**config.mk**
```make
export PLATFORM = sky130hd
export DESIGN_NAME = pc_sequencer
export DESIGN_NICKNAME = d
export VERILOG_FILES = /design/src/rtl/pc_sequencer_pkg.sv /design/src/rtl/pc_incr.sv /design/src/rtl/pc_sequencer.sv
export SDC_FILE = /design/constraint.sdc
export NUM_CORES = 1
export LEC_CHECK = 0
export CORE_UTILIZATION = 60
export CTS_CLUSTER_SIZE = 28
export DETAILED_ROUTE_END_ITERATION = 16
export DONT_BUFFER_PORTS = 1
export GPL_ROUTABILITY_DRIVEN = 1
export PLACE_DENSITY = 0.76
export REMOVE_ABC_BUFFERS = 1
export SKIP_CTS_REPAIR_TIMING = 1
export SLEW_MARGIN = 20
export SYNTH_ARGS = -nofsm -noshare
export SYNTH_HDL_FRONTEND = slang
export SYNTH_SLANG_ARGS = --single-unit
```
**constraint.sdc**
```tcl
create_clock -name clk -period 2.4 [get_ports clk]
set_clock_uncertainty 0.15 [all_clocks]
set_input_delay 0.24 -clock clk [delete_from_list [all_inputs] [get_ports clk]]
set_output_delay 0.24 -clock clk [all_outputs]
set_load 0.1 [all_outputs]
```
**src/rtl/pc_sequencer_pkg.sv**
```systemverilog
// ---------------------------------------------------------------------------
// pc_sequencer_pkg : FSM state encoding and default vectors for pc_sequencer
// Revision: 1.0
// ---------------------------------------------------------------------------
`default_nettype none

package pc_sequencer_pkg;

  typedef enum logic [1:0] {
    BOOT   = 2'd0,
    RUN    = 2'd1,
    HALTED = 2'd2
  } state_t;

  localparam logic [31:0] DEFAULT_RESET_VEC = 32'h0000_0000;
  localparam logic [31:0] DEFAULT_EXC_VEC   = 32'h0000_0180;

endpackage

`default_nettype wire

```
**src/rtl/pc_incr.sv**
```systemverilog
// ---------------------------------------------------------------------------
// pc_incr : combinational PC + INC, wrapping modulo 2^XLEN
// Revision: 1.0
// ---------------------------------------------------------------------------
`default_nettype none

module pc_incr #(
  parameter int          XLEN = 32,
  parameter int unsigned INC  = 4
) (
  input  logic [XLEN-1:0] pc,
  output logic [XLEN-1:0] sum
);

  localparam logic [XLEN-1:0] STEP = XLEN'(INC);

  assign sum = pc + STEP;

endmodule

`default_nettype wire

```
**src/rtl/pc_sequencer.sv**
```systemverilog
// ---------------------------------------------------------------------------
// pc_sequencer : fetch PC register with BOOT/RUN/HALTED control and redirects
// Revision: 1.0
// ---------------------------------------------------------------------------
`default_nettype none

module pc_sequencer
  import pc_sequencer_pkg::*;
#(
  parameter int              XLEN      = 32,
  parameter int unsigned     INC       = 4,
  parameter logic [XLEN-1:0] RESET_VEC = XLEN'(DEFAULT_RESET_VEC),
  parameter logic [XLEN-1:0] EXC_VEC   = XLEN'(DEFAULT_EXC_VEC)
) (
  input  logic            clk,
  input  logic            rst,
  input  logic            stall_i,
  input  logic            if_ready_i,
  input  logic            br_taken_i,
  input  logic [XLEN-1:0] br_target_i,
  input  logic            jmp_i,
  input  logic [XLEN-1:0] jmp_target_i,
  input  logic            exc_i,
  input  logic            halt_i,
  input  logic            resume_i,
  output logic [XLEN-1:0] pc_o,
  output logic [XLEN-1:0] pc_plus_o,
  output logic            pc_valid_o,
  output logic            misalign_o,
  output logic [15:0]     redirect_cnt_o
);

  // Low address bits that must be zero for a target to be INC-aligned.
  localparam logic [XLEN-1:0] ALIGN_MASK = XLEN'(INC - 1);

  state_t          state, state_nxt;
  logic [XLEN-1:0] pc, pc_nxt, pc_plus;
  logic            misalign, misalign_nxt;
  logic            redirect;
  logic [15:0]     redirect_cnt;

  pc_incr #(
    .XLEN (XLEN),
    .INC  (INC)
  ) u_pc_incr (
    .pc  (pc),
    .sum (pc_plus)
  );

  always_ff @(posedge clk) begin
    if (rst) begin
      state        <= BOOT;
      pc           <= RESET_VEC;
      misalign     <= 1'b0;
      redirect_cnt <= 16'h0000;
    end else begin
      state    <= state_nxt;
      pc       <= pc_nxt;
      misalign <= misalign_nxt;
      if (redirect && (redirect_cnt != 16'hFFFF)) begin
        redirect_cnt <= redirect_cnt + 16'd1;
      end
    end
  end

  always_comb begin
    state_nxt    = state;
    pc_nxt       = pc;
    misalign_nxt = 1'b0;
    redirect     = 1'b0;
    unique case (state)
      BOOT: begin
        pc_nxt    = RESET_VEC;
        state_nxt = RUN;
      end
      RUN: begin
        if (exc_i) begin
          pc_nxt   = EXC_VEC;
          redirect = 1'b1;
        end else if (br_taken_i || jmp_i) begin
          // Branch outranks jump; a misaligned target falls back to EXC_VEC.
          redirect = 1'b1;
          if (br_taken_i) begin
            if ((br_target_i & ALIGN_MASK) == '0) begin
              pc_nxt = br_target_i;
            end else begin
              pc_nxt       = EXC_VEC;
              misalign_nxt = 1'b1;
            end
          end else if ((jmp_target_i & ALIGN_MASK) == '0) begin
            pc_nxt = jmp_target_i;
          end else begin
            pc_nxt       = EXC_VEC;
            misalign_nxt = 1'b1;
          end
        end else if (halt_i) begin
          state_nxt = HALTED;
        end else if (!stall_i && if_ready_i) begin
          pc_nxt = pc_plus;
        end
      end
      HALTED: begin
        if (exc_i) begin
          pc_nxt    = EXC_VEC;
          redirect  = 1'b1;
          state_nxt = RUN;
        end else if (resume_i) begin
          state_nxt = RUN;
        end
      end
      default: begin
        state_nxt = BOOT;
      end
    endcase
  end

  assign pc_o           = pc;
  assign pc_plus_o      = pc_plus;
  assign pc_valid_o     = (state == RUN);
  assign misalign_o     = misalign;
  assign redirect_cnt_o = redirect_cnt;

endmodule

`default_nettype wire

```
==> summary.txt <==
half-perimeter wire length of the detailed placement result = 9980 µm
First DRT Iteration DRCs = 796
antenna violations before repair = 0
number of global-route vias before repair = 4134
number of design rule violations left after detail routing = 0
vias = 4929
fin. max-slew vios = 0
number of max-cap violations = 0
clock tree from TritonCTS = done
root buffer selected by CTS = clkbuf_8
average instance area after synthesis = 8.14 µm²
worst slew margin relative to its limit = 0.487
Netlist cell types = 78
Pre-antenna DRT Iters = 7
core region area = 6030 µm²
most instantiated flip-flop cell in the synthesis netlist = dfxtp_1
Post-Syn Area = 3790 µm²
Post-Synthesis Cells = 466
clk sinks = 51
count of buffers inserted at the top-level ports = 0
weighted congestion at the end of routability-driven global placement = 0.965
Yosys top cell by area = dfxtp_1
FFs w/ async S/R, synth = 0
share of Yosys cell area claimed by the top area cell type = 0.269
critical-path maximum fanout = 7
global-route wire length before repair = 20200 µm
number of warnings issued by yosys = 0
die extent in y = 81.5 µm
clock latency on the worst-skew pair = 0.33 ns
sequential area share after synthesis = 0.269
maximum cell stage delay along the critical path = 0.43 ns
post-route antenna net violation count = 0
global routing usage summed across all routing layers = 0.401
arrival time of data at the critical path endpoint = 2.69 ns
min-delay worst type = primary input to flip-flop
Power per Cell Area = 552 nW/µm²
post-layout power = 3030 µW
Hold Violations, Final = 0
minimum setup slack in the final design = -0.207 ns
global route total overflow = 0
CTS max path bufs = 2
number of I/O pins = 155
TritonCTS buffer count = 5
top area cells in the synthesized netlist = dfxtp_1 27%, nand2_1 4.5%, nor2_1 4.4%
CP Class = flip-flop to flip-flop
post-synthesis sequential element count = 51
Initial Util = 0.630
number of cells after detailed placement = 623
depth of the CTS H-tree = 2
Setup crit start kind = flip-flop
Net count, final = 652
Worst Max-Slew Pin Slew = 0.762 ns
final non-filler cell total = 648
clock-pin slew of the registers on the worst-case setup and hold paths = 0.11 ns
result of the run = complete, but fails checks
RSZ-0062 raised after global routing = true
worst-path cell with the longest stage delay = nor4_1
leakage power figure = 0.00229 µW
synthesis-to-layout area growth = 44.6%
summed negative setup slack over all endpoints = -2.89 ns
Tcrit/Tclk final = 1.09
setup violation total in the final timing report = 38
failing checks = negative setup slack
die outline area = 6650 µm²
Antenna diodes = 0
top-count cell post-synth = dfxtp_1
WL/cell = 25.8 µm
worst slack on hold paths = 0.000842 ns
cell area after layout = 5490 µm²
vias per cell = 7.61
worst vdd ir = 596 µV
Cell Chain, Critical Path = inv_1 > ha_1 > nor4b_2 > buf_4 > nand2_1 > nor4_1 > buf_4 > nand2_1 > o311ai_1
Critical Path End Type = flip-flop
die extent in x = 81.5 µm
number of core rows = 28
commonest cells in the netlist = 51 x dfxtp_1, 45 x nand2_1, 44 x nor2_1
Routed Wire Length = 16700 µm
total cell area at the placement stage = 5100 µm²
Required @ worst endpoint = 2.48 ns
Post-synth EDFFs = 0
pin count of the biggest net entering global routing = 40
final critical path time including I/O delays and setup = 2.61 ns
Fmax achieved = 0.384 GHz
share of post-route cells with drive strength above 1 = 0.380
[worst max-delay path: cells and delay by family (launching register included)]
kind	cells	cell delay (ns)
AOI/OAI and AO/OA	1	0.08
and+or+nand+nor	4	1.05
DFF	1	0.40
buffers and inverters	3	0.50
adders and majority gates	1	0.33
[per-layer routing]
layer | global-route usage | routed length, µm
met5 | 0 | 0
met4 | 0.193 | 1500
met3 | 0.101 | 2430
met2 | 0.691 | 7470
met1 | 0.459 | 5300
[placed cells by master, fill, tap and decap left out, types with 5 or more instances in the layout]
cell type	netlist	layout
o31a_1	6	6
or3_1	5	5
dfxtp_2	0	12
dfxtp_1	51	37
a221oi_1	11	11
buf_12	0	29
and3_1	9	9
xor2_1	17	9
xor2_2	0	8
nand2_1	45	42
o21ai_0	23	22
a31oi_1	6	6
o21a_1	6	6
inv_1	13	13
buf_4	3	92
a21o_1	8	8
nor3_1	11	9
and2_1	5	5
clkbuf_8	0	5
xnor2_2	0	17
nand3_1	19	16
ha_1	7	5
a21oi_1	18	18
nand4_1	12	12
nor2_1	44	42
a22o_1	5	5
a22oi_1	8	8
[cell families after synthesis]
kind of cell / after synthesis / synth area share
buffers and inverters: 39 / 0.0514
multiplexers: 7 / 0.0198
adder cells (fa/ha/maj): 7 / 0.0231
AND/OR/NAND/NOR: 188 / 0.275
AO/OA/AOI/OAI: 139 / 0.281
XOR/XNOR: 35 / 0.0808
flip-flops: 51 / 0.269
[registers in the layout, indices dropped and copies added, names as in the netlist]
| signal | count |
|---|---|
| pc_o | 32 |
| redirect_cnt_o | 16 |
| state | 2 |
| misalign_o | 1 |
[power by group]
| part | internal [µW] | total, µW | switching [µW] |
|---|---|---|---|
| clock | 317 | 660 | 343 |
| sequential | 891 | 946 | 54.3 |
| combinational | 438 | 1430 | 987 |
| total | 1650 | 3030 | 1380 |
[final timing paths]
kind / slack [ns] / to / from / cells after the start
max: -0.21 / pc_o[28] / state[0] / 9
min: 0.0008 / pc_o[27] / rst / 2
max reg2reg: -0.21 / pc_o[28] / state[0] / 9
min reg2reg: 0.42 / pc_o[8] / pc_o[8] / 2
[per-stage QoR]
step           worst slack (ns)   util
2_1_floorplan             -1.89      -
4_1_cts                  -0.128  0.866
3_3_place_gp              0.213  0.847
6_report                 -0.207  0.911
5_1_grt                  -0.481  0.911
3_5_place_dp             0.0708  0.847
[layout make-up]
class | count | area [µm²]
Multi-Input combinational cell | 377 | 2890
Fill cell | 247 | 539
Sequential cell | 51 | 1040
Inverter | 13 | 48.8
Clock inverter | 3 | 47.5
Timing Repair Buffer | 124 | 1300
Tap cell | 75 | 93.8
Clock buffer | 5 | 68.8
No activity file was read; power rests on OpenSTA's default activity.
